### src/rtl/audio_seq_pkg.sv
// Shared types and constants for the audio sequencing blocks.
// Latency: n/a (types and constants only).
// Backpressure: n/a.
package audio_seq_pkg;

  // One note table entry; field order matches the 35-bit write word
  // {freq[34:19], gen_sel[18:16], volume[15:8], dur_ms[7:0]}.
  typedef struct packed {
    logic [15:0] freq;
    logic [2:0]  gen_sel;
    logic [7:0]  volume;
    logic [7:0]  dur_ms;
  } note_entry_t;

  typedef enum logic [1:0] {
    S_IDLE = 2'd0,
    S_LOAD = 2'd1,
    S_PLAY = 2'd2,
    S_GAP  = 2'd3
  } seq_state_t;

  // 1 ms at 12.5 MHz is 12500 cycles; the prescaler terminal count is one less.
  localparam int          TICK_DIV_1MS = 12499;
  // Phase increment for concert A at the channel's accumulator resolution.
  localparam logic [15:0] FREQ_440HZ   = 16'd4723;

endpackage

### src/rtl/ms_tick_gen.sv
// Millisecond prescaler: counts 0..TICK_DIV and flags the terminal cycle.
// Latency: tick_o is combinational from the count; clr_i takes effect next edge.
// Backpressure: none; free-running unless cleared.
// Ports: clk/rstn (async active-low), clr_i sync clear, tick_o one cycle per period.
module ms_tick_gen #(
  parameter int TICK_DIV = 12499
) (
  input  logic clk,
  input  logic rstn,
  input  logic clr_i,
  output logic tick_o
);

  localparam int CW = (TICK_DIV > 0) ? $clog2(TICK_DIV + 1) : 1;
  localparam logic [CW-1:0] TERM = CW'(TICK_DIV);

  logic [CW-1:0] cnt_q, cnt_d;

  assign tick_o = (cnt_q == TERM);

  always_comb begin
    cnt_d = cnt_q + 1'b1;
    if (clr_i || tick_o) begin
      cnt_d = '0;
    end
  end

  always_ff @(posedge clk or negedge rstn) begin
    if (!rstn) begin
      cnt_q <= '0;
    end else begin
      cnt_q <= cnt_d;
    end
  end

endmodule

### src/rtl/note_sequencer.sv
// Melody sequencer: steps a note table and drives one audio_channel.
// Latency: start sampled -> 1 LOAD cycle -> ch_en_o high on the following edge.
// Backpressure: none; start_i while busy is dropped, stop_i aborts next edge.
// Ports: wr_* table write, len_i/loop_i/start_i/stop_i control, ch_* channel
// drive, busy_o/note_idx_o/done_o status.
// Build option: define NOTE_SEQ_ENVELOPE_EN for a linear volume attack.
module note_sequencer
  import audio_seq_pkg::*;
#(
  parameter int DEPTH    = 16,
  parameter int TICK_DIV = TICK_DIV_1MS,
  parameter int GAP_MS   = 1,
  parameter int ENV_STEP = 8
) (
  input  logic                     clk,
  input  logic                     rstn,
  input  logic                     wr_en_i,
  input  logic [$clog2(DEPTH)-1:0] wr_addr_i,
  input  logic [34:0]              wr_data_i,
  input  logic [$clog2(DEPTH):0]   len_i,
  input  logic                     loop_i,
  input  logic                     start_i,
  input  logic                     stop_i,
  output logic                     ch_en_o,
  output logic [2:0]               ch_gen_sel_o,
  output logic [15:0]              ch_freq_o,
  output logic [7:0]               ch_volume_o,
  output logic                     busy_o,
  output logic [$clog2(DEPTH)-1:0] note_idx_o,
  output logic                     done_o
);

  localparam int AW = $clog2(DEPTH);

  note_entry_t table_mem [DEPTH];
  note_entry_t rd_entry_q;

  seq_state_t  state_q, state_d;
  logic [AW-1:0] idx_q, idx_d;
  logic [AW:0]   len_q, len_d;
  logic          loop_q, loop_d;
  logic [7:0]    dur_q, dur_d;
  logic          ch_en_q, ch_en_d;
  logic [2:0]    gen_sel_q, gen_sel_d;
  logic [15:0]   freq_q, freq_d;
  logic [7:0]    volume_q, volume_d;
  logic          done_q, done_d;
  logic          advance;
  logic [AW:0]   next_idx_ext;
  logic          tick;
  logic          tick_clr;

`ifdef NOTE_SEQ_ENVELOPE_EN
  logic [7:0] target_vol_q, target_vol_d;
  logic [8:0] env_sum;
`else
  logic [7:0] unused_env_step;
  assign unused_env_step = 8'(ENV_STEP);
`endif

  // Prescaler restarts on every state change so each PLAY/GAP ms is whole.
  assign tick_clr = (state_d != state_q) || (state_q == S_IDLE) || (state_q == S_LOAD);

  ms_tick_gen #(.TICK_DIV(TICK_DIV)) u_tick (
    .clk    (clk),
    .rstn   (rstn),
    .clr_i  (tick_clr),
    .tick_o (tick)
  );

  // Read address is the next index so the entry is already registered
  // during the single LOAD cycle.
  always_ff @(posedge clk) begin
    if (wr_en_i) begin
      table_mem[wr_addr_i] <= note_entry_t'(wr_data_i);
    end
    rd_entry_q <= table_mem[idx_d];
  end

  always_comb begin
    state_d      = state_q;
    idx_d        = idx_q;
    len_d        = len_q;
    loop_d       = loop_q;
    dur_d        = dur_q;
    ch_en_d      = ch_en_q;
    gen_sel_d    = gen_sel_q;
    freq_d       = freq_q;
    volume_d     = volume_q;
    done_d       = 1'b0;
    advance      = 1'b0;
    next_idx_ext = {1'b0, idx_q} + 1'b1;
`ifdef NOTE_SEQ_ENVELOPE_EN
    target_vol_d = target_vol_q;
    env_sum      = {1'b0, volume_q} + 9'(ENV_STEP);
`endif

    case (state_q)
      S_IDLE: begin
        ch_en_d = 1'b0;
        if (start_i && !stop_i && (len_i != '0)) begin
          len_d   = len_i;
          loop_d  = loop_i;
          idx_d   = '0;
          state_d = S_LOAD;
        end
      end
      S_LOAD: begin
        if (rd_entry_q.dur_ms == 8'd0) begin
          advance = 1'b1;
        end else begin
          state_d   = S_PLAY;
          ch_en_d   = 1'b1;
          freq_d    = rd_entry_q.freq;
          gen_sel_d = rd_entry_q.gen_sel;
          dur_d     = rd_entry_q.dur_ms;
`ifdef NOTE_SEQ_ENVELOPE_EN
          target_vol_d = rd_entry_q.volume;
          volume_d     = (rd_entry_q.volume < 8'(ENV_STEP)) ? rd_entry_q.volume : 8'(ENV_STEP);
`else
          volume_d     = rd_entry_q.volume;
`endif
        end
      end
      S_PLAY: begin
        if (tick) begin
          if (dur_q == 8'd1) begin
            ch_en_d = 1'b0;
            if (GAP_MS == 0) begin
              advance = 1'b1;
            end else begin
              state_d = S_GAP;
              dur_d   = 8'(GAP_MS);
            end
          end else begin
            dur_d = dur_q - 1'b1;
`ifdef NOTE_SEQ_ENVELOPE_EN
            volume_d = (env_sum > {1'b0, target_vol_q}) ? target_vol_q : env_sum[7:0];
`endif
          end
        end
      end
      S_GAP: begin
        if (tick) begin
          if (dur_q == 8'd1) begin
            advance = 1'b1;
          end else begin
            dur_d = dur_q - 1'b1;
          end
        end
      end
      default: state_d = S_IDLE;
    endcase

    if (advance) begin
      if (next_idx_ext < len_q) begin
        idx_d   = AW'(next_idx_ext);
        state_d = S_LOAD;
      end else if (loop_q) begin
        idx_d   = '0;
        state_d = S_LOAD;
      end else begin
        state_d = S_IDLE;
        done_d  = 1'b1;
      end
    end

    // Abort wins over everything, including a natural end on the same edge.
    if (stop_i && (state_q != S_IDLE)) begin
      state_d = S_IDLE;
      ch_en_d = 1'b0;
      done_d  = 1'b0;
    end
  end

  always_ff @(posedge clk or negedge rstn) begin
    if (!rstn) begin
      state_q   <= S_IDLE;
      idx_q     <= '0;
      len_q     <= '0;
      loop_q    <= 1'b0;
      dur_q     <= '0;
      ch_en_q   <= 1'b0;
      gen_sel_q <= '0;
      freq_q    <= '0;
      volume_q  <= '0;
      done_q    <= 1'b0;
    end else begin
      state_q   <= state_d;
      idx_q     <= idx_d;
      len_q     <= len_d;
      loop_q    <= loop_d;
      dur_q     <= dur_d;
      ch_en_q   <= ch_en_d;
      gen_sel_q <= gen_sel_d;
      freq_q    <= freq_d;
      volume_q  <= volume_d;
      done_q    <= done_d;
    end
  end

`ifdef NOTE_SEQ_ENVELOPE_EN
  always_ff @(posedge clk or negedge rstn) begin
    if (!rstn) begin
      target_vol_q <= '0;
    end else begin
      target_vol_q <= target_vol_d;
    end
  end
`endif

  assign ch_en_o      = ch_en_q;
  assign ch_gen_sel_o = gen_sel_q;
  assign ch_freq_o    = freq_q;
  assign ch_volume_o  = volume_q;
  assign busy_o       = (state_q != S_IDLE);
  assign note_idx_o   = idx_q;
  assign done_o       = done_q;

endmodule
### config.mk
export PLATFORM = sky130hd
export DESIGN_NAME = note_sequencer
export DESIGN_NICKNAME = d
export VERILOG_FILES = /design/src/rtl/audio_seq_pkg.sv /design/src/rtl/ms_tick_gen.sv /design/src/rtl/note_sequencer.sv
export SDC_FILE = /design/constraint.sdc
export NUM_CORES = 1
export LEC_CHECK = 0
export CORE_ASPECT_RATIO = 1.2
export CORE_MARGIN = 4
export CORE_UTILIZATION = 31
export CTS_CLUSTER_DIAMETER = 80
export DETAILED_ROUTE_END_ITERATION = 8
export PLACE_DENSITY_LB_ADDON = 0.15
export RECOVER_POWER = 100
export SLEW_MARGIN = 25
export SYNTH_ARGS = -nofsm -noshare
export SYNTH_HDL_FRONTEND = slang
export SYNTH_SLANG_ARGS = --single-unit
### constraint.sdc
create_clock -name clk -period 4.79 [get_ports clk]
set_clock_uncertainty 0.05 [all_clocks]
set_input_delay 0.958 -clock clk [delete_from_list [all_inputs] [get_ports clk]]
set_output_delay 0.958 -clock clk [all_outputs]
set_load 0.005 [all_outputs]
# After elaboration in Yosys (flattened, before gate mapping)
# Memory sizes are Yosys's and may differ from the RTL's. A register that Yosys moved wholly into a read port is not among the register bits.
# Cells that the tools add are included.
[op_classes] n_addsub=3 multipliers=0 div=0 n_lt_le_gt_ge=1 eq_ne=13 shifts=0 mux=36 n_bitwise=1 reduce_logical=17
[ops] operator="8-bit 2-to-1 mux" n=5
[ops] operator="8-bit one-hot mux with 3 select lines" n=1
[ops] operator="4-bit 2-to-1 mux" n=5
[ops] operator="1-bit 2-to-1 mux" n=15
[ops] operator="14-bit by 1-bit adder with 14-bit output (second input constant)" n=1
[ops] operator="14-bit == test (second input constant)" n=1
[ops] operator="14-bit 2-to-1 mux" n=1
[ops] operator="2-bit 2-to-1 mux" n=6
[ops] operator="8-bit by 1-bit == test with 1-bit output (second input constant)" n=1
[ops] operator="8-bit zero test" n=1
[ops] operator="8-bit by 1-bit subtractor with 8-bit output (second input constant)" n=1
[ops] operator="3-bit by 2-bit != test with 1-bit output (second input constant)" n=2
[ops] operator="2-bit one-hot mux with 3 select lines" n=1
[ops] operator="4-bit by 1-bit adder with 5-bit output (second input constant)" n=1
[ops] operator="5-bit < comparator" n=1
[ops] operator="5-bit AND reduction" n=1
[ops] operator="5-bit nonzero test" n=1
[ops] operator="2-bit == test (second input constant)" n=2
[ops] operator="2-bit by 1-bit != test with 1-bit output (second input constant)" n=2
[ops] operator="2-bit != test (second input constant)" n=2
[ops] operator="2-bit AND reduction" n=2
[ops] operator="4-bit AND reduction" n=1
[ops] operator="4-bit nonzero test" n=1
[ops] operator="1-bit logical AND" n=3
[ops] operator="11 further kinds" n=13
[word_totals] reg_bits=63 latch_bits=0 mem_bits_rw=560 romBits=0 input_bits=50 output_inout_bits=34 elab_cells=83 n_memories=1
[mem_list] memory="table_mem" depth=16 word_bits=35 read_ports=1 rd_clocked_by_memory_dff=1 wr=1 line="note_sequencer.sv:35" source="note_entry_t table_mem [DEPTH];"

# Longest topological paths before layout
[logic_depth] word_depth=12 ltp_mapped=17

# Cells and area by module
# Synthesis repeated with hierarchy kept, for this count alone.
[unflattened] cells_unflattened=1491 hier_area_um2=25727.2
[by_module_without_submodules] mod="note_sequencer" n_inst=1 cells_each=1419 area_per_inst_um2=24974.0 seq_area_each_um2=18743.0
[by_module_without_submodules] mod="ms_tick_gen" n_inst=1 cells_each=72 area_per_inst_um2=753.2 seq_area_each_um2=350.3

# Worst setup path before layout
# No wires, ideal clock.
[synth_path] path_kind="input port to flip-flop" startpoint="input wr_addr_i[2]" endpoint="memory table_mem[0][0] (netlist name) (enable)" setup_ps=471 arrival_ps=3877 slack_ps=391 path_stages=2 path_cell_list="or3b_2 > nor3_1"
[synth_rtl] item="start: declaration" line="note_sequencer.sv:18" source="input logic [$clog2(DEPTH)-1:0] wr_addr_i,"
[synth_rtl] item="end: declaration" line="note_sequencer.sv:35"
# No word-level cell before the write port.

# Worst setup path after layout
[layout_path] startpoint="register u_tick.cnt_q[11]" endpoint="register rd_entry_q[12] (netlist name)"
[layout_between] elab_chain_cells=4
[layout_lines] item="start: declaration" line="ms_tick_gen.sv:17" source="logic [CW-1:0] cnt_q, cnt_d;"
[layout_lines] item="start signal: assignment" line="ms_tick_gen.sv:32" source="cnt_q <= cnt_d;"
[layout_lines] item="14-bit == test" line="ms_tick_gen.sv:19" source="assign tick_o = (cnt_q == TERM);"
[layout_lines] item="1-bit 2-to-1 mux" line="note_sequencer.sv:144" source="if (tick) begin"
[layout_lines] item="1-bit one-hot mux with 2 select lines" line="note_sequencer.sv:98" source="case (state_q)"
[layout_lines] item="4-bit 2-to-1 mux" line="note_sequencer.sv:155" source="if (advance) begin"
# Every way passes these cells.
# A chain may end at the register's enable or synchronous reset.

==> flow_summary.ini <==
[cts]
cts_resized = 0
htree_num_levels = 3
cts_buffers = 69
cts.sinks = 658
path_clk_slew_ns = 0.06
cts-root-buf = clkbuf_16
clk_latency_ns = 0.59
tritoncts = yes
clockBufferDepth = 3
cts_setup_buffers = 0
hold_buffers = 0

[final_layout]
final_cell_mix = edfxtp_1 (560), nand2_1 (228), mux2i_1 (140)
post-route-util_pct = 36.40
final_common_cell = edfxtp_1
fillerInstances = 8077
nNetsFinal = 1940
area_delta_synth_final_pct = 16.31
drive_gt1_share_pct = 13.01

[place]
numPortBuffers = 83
dp_hpwl_mm = 39.48
gp_congestion = 0.7434

[detailed_routing]
antenna_left = 0
drc = 0
vias_per_cell = 5.025
drtIter0Drc = 1174
first_pass_iters = 5
vias = 15383
post_drt_wl_per_cell_um = 23.21
postRouteWirelength_mm = 71.04

[worst_setup_path]
worstSetupPathType = reg2reg
cp.required_ns = 5.22
endpoint_kind = flop
setup.worst_path.start_class = flop
worstPathCellList = or4_2 > nor4_1 > a311oi_1 > buf_4 > a21o_4 > a22oi_4 > buf_4 > inv_2 > nor2_4 > buf_4 > a22oi_1 > a41o_1
critPathMaxStageDelay_ns = 0.66
cpMaxStageDelayCell = or4_2
crit_top_cell = buf_4
path_max_fanout = 17
crit_arrival_ns = 4.65

[hold_path]
hp-class = reg2reg

[floorplanning]
row_count = 117
coreArea_um2 = 85050
die_x_um = 275.5
die_h_um = 329.0
ios = 84
initial_core_util_pct = 31.29
die_area_um2 = 90630

[timing]
tightestPinTransition_ns = 3.039
fin_setup_tns_ns = 0
rsz0062_at_grt = false
slew_violations = 307
fin_hold_ws_ns = 0.4083
finalHoldViolCount = 0
fmax_mhz = 236.5
layout_min_cycle_time_ns = 4.228
period_share_pct = 88.27
relSlewSlack_pct = -102.6
setup_viol = 0

[synth]
async_flop_share_pct = 9.574
synth_cell_type_count = 62
postSynthNetCount = 1828
yosys_register_bits = 658
syn-instance-count = 1765
syn_area_um2 = 26620
synth_area_per_cell_um2 = 15.08
ys_warn_count = 0
synth_edf_count = 560
seq_area_frac_synth_pct = 71.74
synth_ff_type = edfxtp_1

[global_routing]
gr-total-overflow = 0
grt_max_degree = 79
grt_pass1_wl_mm = 105.7
antenna_found_initial = 6
grt_pass1_vias = 15974
grt.total_usage_pct = 15.65

[run]
maxCapViolCount = 11

[pwr]
power_density_nw_per_um2 = 425.7
leakagePower_nw = 11.27
ir_drop_v = 0.0001960

[status]
violations = max-capacitance violations, max-slew violations
status = finished, violations left
-- where the power goes --
group | total [mW] | switching [mW] | leakage (nW) | internal (mW)
combinational | 1.41 | 0.797 | 4.10 | 0.614
sequential | 6.70 | 0.172 | 6.15 | 6.53
clock | 5.07 | 2.16 | 1.02 | 2.91
total | 13.2 | 3.13 | 11.3 | 10.1
-- Yosys cell counts, drive strengths merged (2+ instances only) --
library cell    n  area share, %
and3           38           0.89
nand2b          2          0.047
nand2         229            3.2
dfxtp          35            2.6
a311oi         28           0.92
a21oi          52            1.0
edfxtp        560             63
clkbuf         37           0.52
nor4            4           0.15
inv            20           0.29
o21ai          19           0.36
ha             13           0.61
a22oi          39            1.2
a21o            3           0.11
dfrtp          63            5.9
nor3           17           0.32
or4             4           0.13
a211oi         16           0.45
nor3b          28           0.79
mux2           83            3.5
and2            2          0.047
nor2           44           0.71
mux2i         141            5.3
buf            67            1.8
xor2           10           0.33
a41o           27            1.0
nand3b          4           0.11
a32oi           2          0.066
a221oi         35            1.2
xnor2           5           0.16
a2111oi         4           0.13
nand3          92            1.7
o22ai          27           0.63
-- logic make-up (layout without fill, tap and decap cells) --
family	count (synthesis)	in the layout	synth area share, %
other	0	1	0
muxes	224	224	8.861
DFF	658	658	71.74
AOI/OAI and AO/OA	261	261	7.320
xor gates and xnor gates	15	15	0.4936
and+or+nand+nor	470	470	8.410
buffers and inverters	124	289	2.567
adders and majority gates	13	13	0.6111
-- state kept, by name, indices dropped and copies added, names as in the netlist --
name,cells
u_tick.cnt_q,14
table_mem,560
len_q,5
dur_q,8
ch_gen_sel_o,3
ch_freq_o,16
rd_entry_q,35
note_idx_o,4
ch_volume_o,8
state_q,2
ch_en_o,1
done_o,1
loop_q,1
-- path summary, 6_finish.rpt --
path                                   from         endpoint  slack (ns)  depth (start not counted)
hold reg to reg              rd_entry_q[17]  ch_gen_sel_o[1]        0.41                          1
min in group asynchronous              rstn   ch_volume_o[2]        0.89                          1
setup reg to reg           u_tick.cnt_q[11]   rd_entry_q[12]        0.56                         12
max in group asynchronous              rstn    note_idx_o[2]        2.45                          1
setup / recovery           u_tick.cnt_q[11]   rd_entry_q[12]        0.56                         12
hold / removal               rd_entry_q[17]  ch_gen_sel_o[1]        0.41                          1
-- final cells by class --
| type | instances | area [um^2] | share of cell area, % |
|---|---|---|---|
| Inverter | 20 | 78.83 | 0.2546 |
| Clock buffer | 105 | 1944 | 6.281 |
| Timing Repair Buffer | 145 | 1380 | 4.458 |
| Antenna cell | 1 | 2.502 | 0.008084 |
| Sequential cell | 658 | 19090 | 61.68 |
| Clock inverter | 19 | 146.4 | 0.4729 |
| Tap cell | 1130 | 1414 | 4.567 |
| Multi-Input combinational cell | 983 | 6895 | 22.27 |
-- critical path, delay by kind of cell, from the launching register on --
family,cells,cell delay (ns)
AOI/OAI and AO/OA,5,1.08
buffers and inverters,4,0.95
DFF,1,0.39
and+or+nand+nor,3,1.63
-- routing by layer --
layer | part of all wire (%) | up-vias | wire, um | GRT usage (%)
li1 | - | 7051 | - | -
met1 | 43 | 7879 | 30320 | 20.21
met2 | 51 | 352 | 35980 | 27.50
met3 | 4.6 | 99 | 3281 | 2.280
met4 | 2.0 | 2 | 1447 | 4.309
met5 | 0.018 | - | 13 | 0
-- stage by stage --
| stage | total power [mW] | std cells | instance area (um^2) | setup WS (ns) |
|---|---|---|---|---|
| final | 13.18 | 3061 | 30960 | 0.5616 |
| after global routing | 13.75 | 3060 | 30950 | 0.2923 |
| after CTS | 13.43 | 3060 | 31130 | 0.6933 |
| after detailed placement | 8.315 | 2936 | 29040 | 0.3810 |
| after global placement | 8.294 | 2935 | 29010 | 0.3675 |
| after floorplan | 7.592 | 1765 | 26620 | 0.3915 |
Power figures use the tool's default switching activity.
